===== src/rtl/pp_hop_extract.sv =====
// Purpose : Path Parser front end; turns each packet's hop words into hop_info records
//           {type, rci, byte_pointer} and writes them into one of two ping-pong hop FIFOs.
// Latency : one cycle from hop word acceptance to FIFO write; FIFO clear and meta post are
//           issued together, one cycle before the first hop word can be accepted.
// Backpressure: hop_in_ready drops when the active FIFO is full, or one entry from full
//           with a write already in flight; a packet waits until its FIFO has been released.
//
// Ports:
//   clk, rst                      clock, synchronous active-high reset
//   hop_in_*                      hop word stream (valid/ready, sop/eop, cur_idx/pkt_rci on sop)
//   hop_fifo_reset0/1             one-cycle clear of FIFO 0/1 before a packet is written
//   hop_fifo_wr0/1, _wdata0/1     FIFO write strobe and {type, rci, byte_pointer}
//   hop_fifo_full0/1, _fullm10/1  FIFO full / one-from-full status
//   parse_done0/1                 parser has finished with FIFO 0/1 (releases it)
//   pp_meta_valid, pp_meta_rci    packet RCI posted to the parser meta FIFO
//   trunc_err                     one-cycle pulse when a packet has more than 2^IDX_NBITS hops
module pp_hop_extract #(
    parameter int                  RCI_NBITS       = 16,
    parameter int                  BP_NBITS        = 12,
    parameter int                  HDR_OFFSET      = 24,
    parameter logic [BP_NBITS-1:0] INITIAL_HOP_PTR = 12'hFFF,
    parameter int                  IDX_NBITS       = 6
) (
    input  logic                              clk,
    input  logic                              rst,

    input  logic                              hop_in_valid,
    output logic                              hop_in_ready,
    input  logic                              hop_in_sop,
    input  logic                              hop_in_eop,
    input  logic [31:0]                       hop_in_data,
    input  logic [IDX_NBITS-1:0]              hop_in_cur_idx,
    input  logic [RCI_NBITS-1:0]              hop_in_pkt_rci,

    output logic                              hop_fifo_reset0,
    output logic                              hop_fifo_reset1,
    output logic                              hop_fifo_wr0,
    output logic                              hop_fifo_wr1,
    output logic [3+RCI_NBITS+BP_NBITS-1:0]   hop_fifo_wdata0,
    output logic [3+RCI_NBITS+BP_NBITS-1:0]   hop_fifo_wdata1,
    input  logic                              hop_fifo_full0,
    input  logic                              hop_fifo_full1,
    input  logic                              hop_fifo_fullm10,
    input  logic                              hop_fifo_fullm11,
    input  logic                              parse_done0,
    input  logic                              parse_done1,

    output logic                              pp_meta_valid,
    output logic [RCI_NBITS-1:0]              pp_meta_rci,
    output logic                              trunc_err
);

    localparam int                   HI_NBITS = 3 + RCI_NBITS + BP_NBITS;
    localparam logic [IDX_NBITS-1:0] IDX_ONE  = 1;
    localparam logic [IDX_NBITS-1:0] IDX_MAX  = '1;

    typedef enum logic [2:0] {
        ST_IDLE,
        ST_WAIT_FREE,
        ST_FIFO_RST,
        ST_SKIP,
        ST_WRITE,
        ST_DRAIN
    } state_t;

    state_t                 state_q, state_d;
    logic                   wptr_q, wptr_d;
    logic [1:0]             busy_q, busy_d;
    logic [IDX_NBITS-1:0]   cur_idx_q, cur_idx_d;
    logic [IDX_NBITS-1:0]   idx_q, idx_d;
    logic [RCI_NBITS-1:0]   rci_q, rci_d;
    logic [1:0]             wr_q, wr_d;
    logic [1:0]             fifo_rst_q, fifo_rst_d;
    logic [HI_NBITS-1:0]    wdata0_q, wdata0_d;
    logic [HI_NBITS-1:0]    wdata1_q, wdata1_d;
    logic                   meta_vld_q, meta_vld_d;
    logic [RCI_NBITS-1:0]   meta_rci_q, meta_rci_d;
    logic                   trunc_q, trunc_d;

    // Per-FIFO status gathered into vectors so the active one is picked by wptr.
    logic [1:0]             full_v, fullm1_v, done_v;
    logic                   cur_full, cur_fullm1, cur_wr, cur_done;
    logic                   skip_last, idx_last, accept, end_pkt, ready_raw;
    logic [BP_NBITS-1:0]    bp;
    logic [HI_NBITS-1:0]    hop_rec;
    logic                   unused_data_bits;

    assign full_v     = {hop_fifo_full1,   hop_fifo_full0};
    assign fullm1_v   = {hop_fifo_fullm11, hop_fifo_fullm10};
    assign done_v     = {parse_done1,      parse_done0};
    assign cur_full   = full_v[wptr_q];
    assign cur_fullm1 = fullm1_v[wptr_q];
    assign cur_wr     = wr_q[wptr_q];
    assign cur_done   = done_v[wptr_q];

    // Words before hop cur_idx-1 are not needed by the parser; hop cur_idx-1 is the
    // first one kept. With cur_idx==0 nothing is skipped.
    assign skip_last  = (cur_idx_q == '0) || (idx_q == (cur_idx_q - IDX_ONE));
    assign idx_last   = (idx_q == IDX_MAX);

    // Byte pointer of the hop: a packet still at its initial hop marks hop 0 with the
    // sentinel, everything else is its byte offset (wrapping at BP_NBITS).
    assign bp = ((cur_idx_q == '0) && (idx_q == '0)) ? INITIAL_HOP_PTR
              : BP_NBITS'(HDR_OFFSET) + BP_NBITS'({idx_q, 2'b00});

    assign hop_rec = {hop_in_data[31:29], hop_in_data[RCI_NBITS-1:0], bp};

    assign unused_data_bits = ^hop_in_data[28:RCI_NBITS];

    // In SKIP the ready is withheld on the final skip cycle so the first kept word
    // stays on the bus for WRITE. In WRITE, a write already in flight counts against
    // a one-from-full FIFO.
    always_comb begin
        ready_raw = 1'b0;
        case (state_q)
            ST_SKIP:  ready_raw = ~skip_last;
            ST_WRITE: ready_raw = ~cur_full & ~(cur_fullm1 & cur_wr);
            ST_DRAIN: ready_raw = 1'b1;
            default:  ready_raw = 1'b0;
        endcase
    end

    assign hop_in_ready = ready_raw & ~rst;
    assign accept       = hop_in_valid & hop_in_ready;
    assign end_pkt      = accept & hop_in_eop;

    always_comb begin
        state_d    = state_q;
        wptr_d     = wptr_q;
        cur_idx_d  = cur_idx_q;
        rci_d      = rci_q;
        idx_d      = idx_q;
        wr_d       = '0;
        fifo_rst_d = '0;
        wdata0_d   = wdata0_q;
        wdata1_d   = wdata1_q;
        meta_vld_d = 1'b0;
        meta_rci_d = meta_rci_q;
        trunc_d    = 1'b0;
        // Release first; a set in FIFO_RST below overrides a coincident release.
        busy_d     = busy_q & ~done_v;

        case (state_q)
            ST_IDLE: begin
                if (hop_in_valid && hop_in_sop) begin
                    cur_idx_d = hop_in_cur_idx;
                    rci_d     = hop_in_pkt_rci;
                    state_d   = ST_WAIT_FREE;
                end
            end

            // The clear and meta post are registered here so they appear during the
            // FIFO_RST cycle itself.
            ST_WAIT_FREE: begin
                if (!busy_q[wptr_q]) begin
                    fifo_rst_d[wptr_q] = 1'b1;
                    meta_vld_d         = 1'b1;
                    meta_rci_d         = rci_q;
                    state_d            = ST_FIFO_RST;
                end
            end

            ST_FIFO_RST: begin
                busy_d[wptr_q] = 1'b1;
                idx_d          = '0;
                state_d        = ST_SKIP;
            end

            // An eop here means the packet had fewer hops than cur_idx; the FIFO is
            // left empty and the packet is closed out normally.
            ST_SKIP: begin
                if (accept) begin
                    idx_d = idx_q + IDX_ONE;
                end
                if (end_pkt) begin
                    wptr_d  = ~wptr_q;
                    state_d = ST_IDLE;
                end else if (cur_done) begin
                    state_d = ST_DRAIN;
                end else if (skip_last) begin
                    state_d = ST_WRITE;
                end
            end

            // A word accepted in the cycle parse_done arrives is still written; it
            // lands in a FIFO that will be cleared before its next use.
            ST_WRITE: begin
                if (accept) begin
                    idx_d          = idx_q + IDX_ONE;
                    wr_d[wptr_q]   = 1'b1;
                    if (wptr_q) begin
                        wdata1_d = hop_rec;
                    end else begin
                        wdata0_d = hop_rec;
                    end
                end
                if (end_pkt) begin
                    wptr_d  = ~wptr_q;
                    state_d = ST_IDLE;
                end else if (accept && idx_last) begin
                    trunc_d = 1'b1;
                    state_d = ST_DRAIN;
                end else if (cur_done) begin
                    state_d = ST_DRAIN;
                end
            end

            ST_DRAIN: begin
                if (end_pkt) begin
                    wptr_d  = ~wptr_q;
                    state_d = ST_IDLE;
                end
            end

            default: state_d = ST_IDLE;
        endcase
    end

    always_ff @(posedge clk) begin
        if (rst) begin
            state_q    <= ST_IDLE;
            wptr_q     <= 1'b0;
            busy_q     <= '0;
            cur_idx_q  <= '0;
            idx_q      <= '0;
            rci_q      <= '0;
            wr_q       <= '0;
            fifo_rst_q <= '0;
            wdata0_q   <= '0;
            wdata1_q   <= '0;
            meta_vld_q <= 1'b0;
            meta_rci_q <= '0;
            trunc_q    <= 1'b0;
        end else begin
            state_q    <= state_d;
            wptr_q     <= wptr_d;
            busy_q     <= busy_d;
            cur_idx_q  <= cur_idx_d;
            idx_q      <= idx_d;
            rci_q      <= rci_d;
            wr_q       <= wr_d;
            fifo_rst_q <= fifo_rst_d;
            wdata0_q   <= wdata0_d;
            wdata1_q   <= wdata1_d;
            meta_vld_q <= meta_vld_d;
            meta_rci_q <= meta_rci_d;
            trunc_q    <= trunc_d;
        end
    end

    // The parser must not release a FIFO in the very cycle it is being claimed.
    a_no_set_clear_clash: assert property (@(posedge clk) disable iff (rst)
        !((state_q == ST_FIFO_RST) && done_v[wptr_q]));

    assign hop_fifo_reset0 = fifo_rst_q[0];
    assign hop_fifo_reset1 = fifo_rst_q[1];
    assign hop_fifo_wr0    = wr_q[0];
    assign hop_fifo_wr1    = wr_q[1];
    assign hop_fifo_wdata0 = wdata0_q;
    assign hop_fifo_wdata1 = wdata1_q;
    assign pp_meta_valid   = meta_vld_q;
    assign pp_meta_rci     = meta_rci_q;
    assign trunc_err       = trunc_q;

endmodule


===== config.mk =====
export PLATFORM = sky130hd
export DESIGN_NAME = pp_hop_extract
export DESIGN_NICKNAME = d
export VERILOG_FILES = /design/src/rtl/pp_hop_extract.sv
export SDC_FILE = /design/constraint.sdc
export NUM_CORES = 1
export LEC_CHECK = 0
export CORE_MARGIN = 3
export CORE_UTILIZATION = 55
export CTS_BUF_LIST = sky130_fd_sc_hd__clkbuf_8
export DETAILED_ROUTE_END_ITERATION = 8
export DONT_BUFFER_PORTS = 1
export PLACE_DENSITY = 0.68
export SLEW_MARGIN = 20
export SYNTH_ARGS = -nofsm -noshare
export SYNTH_HDL_FRONTEND = slang
export SYNTH_SLANG_ARGS = --single-unit

===== constraint.sdc =====
create_clock -name clk -period 5.4 [get_ports clk]
set_input_delay 1.08 -clock clk [delete_from_list [all_inputs] [get_ports clk]]
set_output_delay 1.08 -clock clk [all_outputs]
set_load 0.02 [all_outputs]

# [After elaboration in Yosys (flattened, before gate mapping)]
# Cells that the tools add are included.
[totals] ff_bits=118 inputBits=65 out_inout_bits=85 word_cells=99
[classes] add_sub_neg=3 order_cmp=2 eq_ne=13 muxes=29 bitwise_logic=17 n_reduce_logical=22
[ops] cell="$mux W3" count=9
[ops] cell="$pmux W3 S6" count=1
[ops] cell="$mux W1" count=13
[ops] cell="$logic_not A6 Y1" count=2
[ops] cell="$mux W12" count=1
[ops] cell="$pmux W6 S2" count=1
[ops] cell="$reduce_or A3 Y1" count=4
[ops] cell="$add A5 B8 Y9 const A" count=1
[ops] cell="$not A1 Y1" count=9
[ops] cell="$ne A4 B4 Y1 const B" count=2
[ops] cell="$reduce_and A2 Y1" count=4
[ops] cell="$add A6 B1 Y6 const B" count=1
[ops] cell="$eq A3 B2 Y1 const B" count=2
[ops] cell="$eq A3 B3 Y1 const B" count=2
[ops] cell="$eq A6 B6 Y1" count=1
[ops] cell="$eq A6 B6 Y1 const B" count=1
[ops] cell="$mux W6" count=1
[ops] cell="$ne A2 B2 Y1 const B" count=3
[ops] cell="$reduce_and A3 Y1" count=2
[ops] cell="$sub A6 B1 Y6 const B" count=1
[ops] cell="$and A1 B1 Y1" count=5
[ops] cell="$reduce_and A5 Y1" count=1
[ops] cell="$logic_and A1 B1 Y1" count=4
[ops] cell="$reduce_or A2 Y1" count=2
[ops] cell="other kinds (13)" count=13

# [Logic depth before layout (Yosys ltp)]
# Gate-level depths: netlist of the first run.
[logic_depth] depth_word=12 ltp_mapped=11 depth_no_buf=10

# [Worst setup path after synthesis of the first run]
# Ideal clock, no wire load.
[synth_path] kind="flip-flop to output port" startpoint="reg cur_idx_q[2]" endpoint="out hop_in_ready" arrival_ns=2.244 t_required_ns=4.320 path_slack_ns=2.076 path_stages_with_launch=7 path_buffers=0 cell_sequence="dfxtp_1 or3_4 o31ai_2 a2111oi_4 a211oi_4 nor2_4 a211oi_1"
[synth_via] elab_chain_cells=6 elab_cells_between_ends=7 classes_between="add/sub (1); eq/ne (1); mux (1); bitwise (2); reduce/logical (2)"
[synth_lines] item="start, declared" line="69" source="logic [IDX_NBITS-1:0] cur_idx_q, cur_idx_d;"
[synth_lines] item="start signal, assigned" line="238" source="cur_idx_q <= cur_idx_d;"
[synth_lines] item="$sub A6 B1 Y6" line="98" source="assign skip_last = (cur_idx_q == '0) || (idx_q == (cur_idx_q - IDX_ONE));"
[synth_lines] item="$eq A6 B6 Y1" line="98"
[synth_lines] item="$logic_or A1 B1 Y1 (*)" line="98"
[synth_lines] item="$not A1 Y1 (*)" line="116" source="ST_SKIP: ready_raw = ~skip_last;"
[synth_lines] item="$pmux W1 S3 (*)" line="115" source="case (state_q)"
[synth_lines] item="$and A1 B1 Y1 (*)" line="123" source="assign hop_in_ready = ready_raw & ~rst;"
[synth_lines] item="end, declared" line="28" source="output logic hop_in_ready,"
# Mark *: on every way between the ends. The rest lies on a longest branch, timed or not.

# [Final worst setup path of the first run]
[layout_path] startpoint="reg cur_idx_q[0]" endpoint="out hop_in_ready"
# The elaborated chain is that of the path after synthesis.

==> flow_summary.json, run 1 <==
{
  "dieHeight_um": 96.7,
  "finalHoldWorstSlack_ns": 0.454,
  "synth_top_flop_cell": "sky130_fd_sc_hd__dfxtp_1",
  "sum_of_routed_wire_length_over_all_layers_um": 9260,
  "worstSetupEndpointType": "output pin",
  "ctsHtreeMaxLevel": 3,
  "fin_crit_sh_pct": 74.2,
  "min_path_type": "flop to flop",
  "effective_utilization_at_floorplan_pct": 57.7,
  "synth_enable_flop_cells": 0,
  "fin_ws_ns": 1.39,
  "dpl_worst_slack_ns": 1.79,
  "fin_nets": 529,
  "synth_seq_area_share_pct": 48.6,
  "first_global_vias": 3238,
  "yosysMostFrequentCell": "sky130_fd_sc_hd__dfxtp_1",
  "finalWorstPathRequiredPeriod_ns": 4.01,
  "crit_path_max_incr_delay_ns": 0.70,
  "synth_area_leaders": "sky130_fd_sc_hd__dfxtp_1 (49%), sky130_fd_sc_hd__mux2i_1 (13%), sky130_fd_sc_hd__nor2_1 (7.3%), sky130_fd_sc_hd__nand2_1 (4.2%), sky130_fd_sc_hd__a21oi_1 (3.0%)",
  "synth.yosys.warnings": 0,
  "critPathRequiredTime_ns": 4.32,
  "drive_gt1_share_pct": 7.13,
  "syn_area_per_cell_um2": 9.36,
  "grt_setup_unrepaired": "no",
  "dpl.hpwl_um": 6490,
  "globalRouteTotalUtil_pct": 19.9,
  "vias": 3176,
  "synth_largest_type_area_fraction_pct": 48.6,
  "cp_cell_sequence": "inv_1 > ha_1 > and3b_1 > nor3_1 > o31ai_1 > a211oi_4 > nor2_4 > a211oi_1",
  "power_density_mw_per_mm2": 363,
  "drt.antenna.violating_nets": 0,
  "cts_tree": "built",
  "synth_cells": 484,
  "die_width_um": 96.7,
  "core_area_mm2": 0.00785,
  "n_antenna_cell": 0,
  "placed_area_mm2": 0.00448,
  "fp-row-count": 32,
  "postLayoutCellArea_mm2": 0.00468,
  "maximum_net_fanout_on_the_critical_path": 7,
  "place_congestion": 0.832,
  "die_ar_mm2": 0.00936,
  "max_slew_margin_pct": 34.8,
  "run_status": "finished, final reports clean",
  "synth_seq_cells": 110,
  "timing.critical_path.arrival_ns": 2.93,
  "async_reset_ff_share_pct": 0,
  "cts.repair.resized": 0,
  "yosys.area.top_type": "sky130_fd_sc_hd__dfxtp_1",
  "max_clock_freq_mhz": 250,
  "vias_per_cell": 5.62,
  "synth_commonest_cells": "sky130_fd_sc_hd__dfxtp_1 (110), sky130_fd_sc_hd__nor2_1 (88), sky130_fd_sc_hd__mux2i_1 (59)",
  "cts_buffers": 9,
  "startpoint_type": "flop",
  "cts_setup_buffers": 0,
  "setup_total_negative_slack_ns": 0,
  "drt_pre_antenna_iters": 5,
  "timing.setup.critical_path_class": "flop to output pin",
  "hold_viol_final": 0,
  "clk_pin_slew_ns": 0.10,
  "synthToLayoutAreaGrowth_pct": 3.26,
  "synthDistinctLibCells": 48,
  "finalSetupViolations": 0,
  "irDropWorstVdd_v": 0.000183,
  "grt_pass1_wl_um": 15600,
  "final_max_slew_viol_count": 0,
  "final-seq-area_mm2": 0.00220,
  "maximum_number_of_pins_on_one_net_before_global_route_repair": 108,
  "synth_nets": 555,
  "power_leakage_nw": 1.69,
  "routed_wire_length_per_instance_um": 16.4,
  "syn_area_mm2": 0.00453,
  "grt_antenna_before_repair": 0,
  "multi_input_gate_area_mm2": 0.00210,
  "cts.sink_count": 110,
  "totalPowerFinal_mw": 1.70,
  "clock_skew_ns": 0.0144,
  "cts.path.max_buffers": 2,
  "slew_worst_pin_ns": 0.976,
  "ios": 150,
  "postCtsHoldBufs": 0,
  "later_pin_clock_latency_in_the_skew_report_ns": 0.37,
  "crit_slowest_cell": "sky130_fd_sc_hd__a211oi_1",
  "post-route-drc-count": 0,
  "timing.max_cap.violations": 0,
  "fill_cells": 738,
  "drt-initial-drc-count": 151,
  "placement.io_buffers": 0,
  "grt_remaining_overflow": 0,
  "library_cell_used_as_clock_root_buffer": "sky130_fd_sc_hd__clkbuf_8"
}
==> layout by cell type (no fill, tap or decap), types with 2 or more instances in the layout <==
master and instances:
sky130_fd_sc_hd__mux2i_1 59, sky130_fd_sc_hd__nand2b_1 4, sky130_fd_sc_hd__and3_1 2, sky130_fd_sc_hd__clkbuf_8 10
sky130_fd_sc_hd__nor3_4 2, sky130_fd_sc_hd__inv_1 10, sky130_fd_sc_hd__nand3_1 4, sky130_fd_sc_hd__a21oi_1 27
sky130_fd_sc_hd__nor2b_1 5, sky130_fd_sc_hd__o31ai_1 3, sky130_fd_sc_hd__ha_1 6, sky130_fd_sc_hd__inv_6 3
sky130_fd_sc_hd__nor3_1 4, sky130_fd_sc_hd__a31oi_1 3, sky130_fd_sc_hd__buf_4 3, sky130_fd_sc_hd__nand3b_1 2
sky130_fd_sc_hd__dfxtp_1 110, sky130_fd_sc_hd__nand2_1 51, sky130_fd_sc_hd__nand4_1 2, sky130_fd_sc_hd__a311oi_1 4
sky130_fd_sc_hd__xnor2_1 10, sky130_fd_sc_hd__nor2_1 88, sky130_fd_sc_hd__nor3b_1 2, sky130_fd_sc_hd__o21ai_0 4
sky130_fd_sc_hd__a211oi_1 13, sky130_fd_sc_hd__xor2_1 3, sky130_fd_sc_hd__nor4_1 4
==> stage by stage <==
stage,utilization (%),cells
after floorplan,-,484
after global placement,57.1,549
after detailed placement,57.1,549
after CTS,59.5,565
after global routing,59.6,565
final,59.6,565
==> metal layers <==
layer | global-route usage (%) | vias to the layer above | wire length (µm)
met5 | 0 | - | 0
met4 | 4.54 | 0 | 77
met3 | 7.43 | 7 | 756
met2 | 32.7 | 94 | 4330
met1 | 24.8 | 1503 | 4090
li1 | - | 1572 | -
==> final timing paths <==
kind | from | endpoint | slack, ns | depth (start not counted)
min reg2reg | rci_q[9] | rci_q[9] | 0.45 | 2
max | cur_idx_q[0] | hop_in_ready | 1.39 | 8
min | rci_q[9] | rci_q[9] | 0.45 | 2
max reg2reg | cur_idx_q[0] | hop_fifo_wdata0[4] | 1.94 | 11
==> power by group <==
part | leakage [nW] | internal (mW) | switching (mW)
combinational | 0.702 | 0.124 | 0.188
sequential | 0.888 | 0.850 | 0.0559
clock | 0.102 | 0.189 | 0.289
==> final cells by class <==
class                      count  area share [%]
multi-input combinational    325            44.8
inverter                       9           0.723
sequential                   110            47.1
timing repair buffer           3           0.482
tap                          102            2.73
clock buffer                  10            2.94
clock inverter                 6            1.18
==> state kept, by name (all words and copies together), names as in the netlist <==
register         count
hop_fifo_wdata0     27
hop_fifo_wdata1     27
pp_meta_rci         16
rci_q               16
cur_idx_q            6
idx_q                6
state_q              3
busy_q               2
fifo_rst_q           2
wr_q                 2
pp_meta_valid        1
trunc_err            1
wptr_q               1
==> critical path, delay by kind of cell (launching register included) <==
kind	cells	cell delay [ns]
AOI/OAI and AO/OA	3	1.30
buffers and inverters	1	0.10
DFF	1	0.46
and+or+nand+nor	3	0.44
adders and majority gates	1	0.26
==> kinds of logic after synthesis <==
group | share of synthesized area [%]
and+or+nand+nor | 17.9
DFF | 48.6
AOI/OAI and AO/OA | 10.9
muxes | 13.0
buffers and inverters | 5.28
xor gates and xnor gates | 2.51
adders and majority gates | 1.66
(Power assumes the default switching activity.)
==> run 2, diff against run 1 <==
clock period = 4.2 ns   (was 5.4 ns; I/O delays follow)
==> flow_summary.json, run 2 (synthesis gave the netlist of run 1 again) <==
{
  "run_status": "finished, final reports clean",
  "sum_of_routed_wire_length_over_all_layers_um": 9340,
  "crit_path_max_incr_delay_ns": 0.68,
  "drt.antenna.violating_nets": 0,
  "ctsHtreeMaxLevel": 3,
  "mostFrequentLayoutCell": "sky130_fd_sc_hd__dfxtp_1",
  "setup_total_negative_slack_ns": 0,
  "irDropWorstVdd_v": 0.000237,
  "fp-row-count": 32,
  "dpl_worst_slack_ns": 0.849,
  "grt_pass1_wl_um": 15600,
  "cp_cell_sequence": "inv_1 > ha_1 > and3b_1 > nor3_1 > o31ai_1 > a211oi_4 > nor2_4 > a211oi_1",
  "drt_pre_antenna_iters": 4,
  "placed_area_mm2": 0.00448,
  "max_slew_margin_pct": 25.9,
  "placement.io_buffers": 0,
  "hold_viol_final": 0,
  "fin_nets": 529,
  "postLayoutCellArea_mm2": 0.00466,
  "dpl.hpwl_um": 6460,
  "cts.path.max_buffers": 2,
  "worstSetupEndpointType": "output pin",
  "ios": 150,
  "fin_ws_ns": 0.464,
  "startpoint_type": "flop",
  "n_antenna_cell": 0,
  "timing.setup.critical_path_class": "flop to output pin",
  "first_global_vias": 3124,
  "postCtsHoldBufs": 0,
  "vias": 3156,
  "vias_per_cell": 5.59,
  "critPathRequiredTime_ns": 3.36,
  "grt_remaining_overflow": 0,
  "finalWorstPathRequiredPeriod_ns": 3.74,
  "cts.repair.resized": 0,
  "grt_antenna_before_repair": 0,
  "cts_buffers": 9,
  "drive_gt1_share_pct": 6.91,
  "max_clock_freq_mhz": 268,
  "power_density_mw_per_mm2": 462,
  "maximum_number_of_pins_on_one_net_before_global_route_repair": 108,
  "finalHoldWorstSlack_ns": 0.455,
  "globalRouteTotalUtil_pct": 19.9,
  "power_leakage_nw": 1.69,
  "cts_tree": "built",
  "grt_setup_unrepaired": "no",
  "die_ar_mm2": 0.00936,
  "mostFrequentLayoutCells": "sky130_fd_sc_hd__dfxtp_1 (110), sky130_fd_sc_hd__nor2_1 (88), sky130_fd_sc_hd__mux2i_1 (59), sky130_fd_sc_hd__nand2_1 (51), sky130_fd_sc_hd__a21oi_1 (27)",
  "crit_slowest_cell": "sky130_fd_sc_hd__a211oi_1",
  "drt-initial-drc-count": 125,
  "min_path_type": "flop to flop",
  "cts.sink_count": 110,
  "cts_setup_buffers": 0,
  "timing.critical_path.arrival_ns": 2.90,
  "synthToLayoutAreaGrowth_pct": 2.96,
  "effective_utilization_at_floorplan_pct": 57.7,
  "final_max_slew_viol_count": 0,
  "later_pin_clock_latency_in_the_skew_report_ns": 0.36,
  "slew_worst_pin_ns": 1.11,
  "timing.max_cap.violations": 0,
  "fin_crit_sh_pct": 89.0,
  "routed_wire_length_per_instance_um": 16.5,
  "maximum_net_fanout_on_the_critical_path": 7,
  "die_width_um": 96.7,
  "finalSetupViolations": 0,
  "library_cell_used_as_clock_root_buffer": "sky130_fd_sc_hd__clkbuf_8",
  "post-route-drc-count": 0,
  "clock_skew_ns": 0.0143,
  "place_congestion": 0.870,
  "clk_pin_slew_ns": 0.10,
  "dieHeight_um": 96.7,
  "core_area_mm2": 0.00785,
  "final_util_pct": 59.4
}
run 2: path summary, 6_finish.rpt:
| path | from | slack, ns | end | cells after the start |
|---|---|---|---|---|
| max | cur_idx_q[0] | 0.46 | hop_in_ready | 8 |
| min | rci_q[15] | 0.45 | rci_q[15] | 2 |
| max reg2reg | cur_idx_q[0] | 1.28 | hop_fifo_wdata0[4] | 11 |
| min reg2reg | rci_q[15] | 0.45 | rci_q[15] | 2 |
run 2: critical path: cells and delay by family (launching register included):
kind,cells,cell delay (ns)
compound gates,3,1.28
flops,1,0.45
fa+ha+maj,1,0.26
simple gates,3,0.44
buf+inv,1,0.10
run 2: routing by layer:
layer	up-vias	part of all wire, %	track usage [%]	wire [µm]
met5	-	0	0	0
met4	0	0.45	3.56	42
met3	4	8.9	8.22	830
met2	97	48	33.5	4520
met1	1473	42	24.1	3940
li1	1582	-	-	-
run 2: layout make-up:
cell class                      count  area [µm²]
Multi-Input combinational cell    325        2090
Clock buffer                        9         124
Inverter                            9        33.8
Timing Repair Buffer                3        22.5
Clock inverter                      7        60.1
Tap cell                          102         128
Fill cell                         714        3190
Sequential cell                   110        2200
run 2: report_power, final:
group          total [mW]  internal (mW)  leakage, nW  switching [mW]
clock network       0.588          0.224       0.0981           0.364
logic               0.400          0.162        0.701           0.238
registers            1.16           1.09        0.888          0.0708
total                2.15           1.48         1.69           0.673
run 2: per-stage QoR:
step	instances	power [mW]
floorplan	484	1.52
detailed placement	549	1.59
CTS	565	2.18
global placement	549	1.58
finish	565	2.15
global route	565	2.27
==> run 3, diff against run 2 <==
CORE_MARGIN = 8   (was 3)
==> flow_summary.json, run 3 (synthesis gave the netlist of run 1 again) <==
{
  "drive_gt1_share_pct": 7.33,
  "ios": 150,
  "sum_of_routed_wire_length_over_all_layers_um": 9790,
  "setup_total_negative_slack_ns": 0,
  "worstSetupEndpointType": "output pin",
  "slew_worst_pin_ns": 0.984,
  "clock_skew_ns": 0.0123,
  "globalRouteTotalUtil_pct": 17.0,
  "library_cell_used_as_clock_root_buffer": "sky130_fd_sc_hd__clkbuf_8",
  "timing.critical_path.arrival_ns": 2.69,
  "maximum_number_of_pins_on_one_net_before_global_route_repair": 108,
  "fin_crit_sh_pct": 84.1,
  "n_antenna_cell": 0,
  "placed_area_mm2": 0.00449,
  "effective_utilization_at_floorplan_pct": 56.0,
  "layout.cells.non_filler": 569,
  "placement.io_buffers": 0,
  "vias": 3176,
  "mostFrequentLayoutCell": "sky130_fd_sc_hd__dfxtp_1",
  "min_path_type": "flop to flop",
  "routed_wire_length_per_instance_um": 17.2,
  "grt_pass1_wl_um": 15700,
  "dieHeight_um": 107,
  "drt.antenna.violating_nets": 0,
  "first_global_vias": 3100,
  "cts.sink_count": 110,
  "synthToLayoutAreaGrowth_pct": 3.32,
  "final_max_slew_viol_count": 0,
  "fp-row-count": 33,
  "critPathRequiredTime_ns": 3.36,
  "timing.max_cap.violations": 0,
  "later_pin_clock_latency_in_the_skew_report_ns": 0.36,
  "fin_ws_ns": 0.667,
  "max_clock_freq_mhz": 283,
  "timing.setup.critical_path_class": "flop to output pin",
  "finalSetupViolations": 0,
  "power_leakage_nw": 1.68,
  "drt-initial-drc-count": 144,
  "die_ar_mm2": 0.0114,
  "grt_antenna_before_repair": 0,
  "ctsHtreeMaxLevel": 3,
  "postCtsHoldBufs": 0,
  "vias_per_cell": 5.58,
  "finalWorstPathRequiredPeriod_ns": 3.53,
  "place.detailed.instances": 553,
  "die_width_um": 107,
  "core_area_mm2": 0.00809,
  "hold_viol_final": 0,
  "dpl.hpwl_um": 6880,
  "cts.path.max_buffers": 2,
  "startpoint_type": "flop",
  "max_slew_margin_pct": 34.3,
  "run_status": "finished, final reports clean",
  "dpl_worst_slack_ns": 1.06,
  "place_congestion": 0.803,
  "grt_remaining_overflow": 0,
  "fin_nets": 530,
  "cts.repair.resized": 0,
  "grt_setup_unrepaired": "no",
  "power_density_mw_per_mm2": 459,
  "cts_buffers": 9,
  "irDropWorstVdd_v": 0.000238,
  "drt_pre_antenna_iters": 4,
  "maximum_net_fanout_on_the_critical_path": 7,
  "post-route-drc-count": 0,
  "mostFrequentLayoutCells": "sky130_fd_sc_hd__dfxtp_1 (110), sky130_fd_sc_hd__nor2_1 (88), sky130_fd_sc_hd__mux2i_1 (59), sky130_fd_sc_hd__nand2_1 (51), sky130_fd_sc_hd__a21oi_1 (27)",
  "cts_setup_buffers": 0,
  "postLayoutCellArea_mm2": 0.00468,
  "clk_pin_slew_ns": 0.10,
  "cts_tree": "built"
}
## run 3: worst max-delay path, cell delays in order, from the launching register on
cell and delay [ns]:
sky130_fd_sc_hd__dfxtp_1 0.46, sky130_fd_sc_hd__inv_1 0.11, sky130_fd_sc_hd__ha_1 0.26, sky130_fd_sc_hd__and3b_1 0.19
sky130_fd_sc_hd__nor3_1 0.13, sky130_fd_sc_hd__o31ai_1 0.14, sky130_fd_sc_hd__a211oi_4 0.48, sky130_fd_sc_hd__nor2_4 0.13
sky130_fd_sc_hd__a211oi_1 0.24, sky130_fd_sc_hd__buf_4 0.18
## run 3: worst paths after layout
path	endpoint	cells past startpoint	from	slack, ns
worst max register to register	hop_fifo_wdata0[19]	11	cur_idx_q[0]	1.23
worst max-delay path	hop_in_ready	9	cur_idx_q[0]	0.67
worst min-delay path	rci_q[6]	2	rci_q[6]	0.45
worst min register to register	rci_q[6]	2	rci_q[6]	0.45
## run 3: power by group
part           switching [mW]  internal (mW)
Sequential             0.0695           1.09
Clock                   0.355          0.235
Combinational           0.238          0.159
## run 3: per-stage QoR
stage	hold WS (ns)	util, %	total power, mW
finish	0.454	57.8	2.15
global placement	0.435	55.5	1.58
global route	0.478	57.8	2.27
CTS	0.455	57.7	2.18
floorplan	0.436	-	1.52
detailed placement	0.441	55.5	1.59
## run 3: final cells by class
class                           instances  area (µm²)
Multi-Input combinational cell        325        2100
Inverter                                9        33.8
Sequential cell                       110        2200
Clock inverter                          6        46.3
Tap cell                              105         131
Timing Repair Buffer                    4        30.0
Clock buffer                           10         138
Fill cell                             753        3410
## run 3: routing by layer
layer	routed length [µm]	GRT usage (%)	vias to the layer above	part of all wire (%)
li1	-	-	1578	-
met1	4100	20.2	1477	42
met2	4490	26.5	107	46
met3	1030	6.78	14	10
met4	174	7.34	0	1.8
met5	0	0	-	0
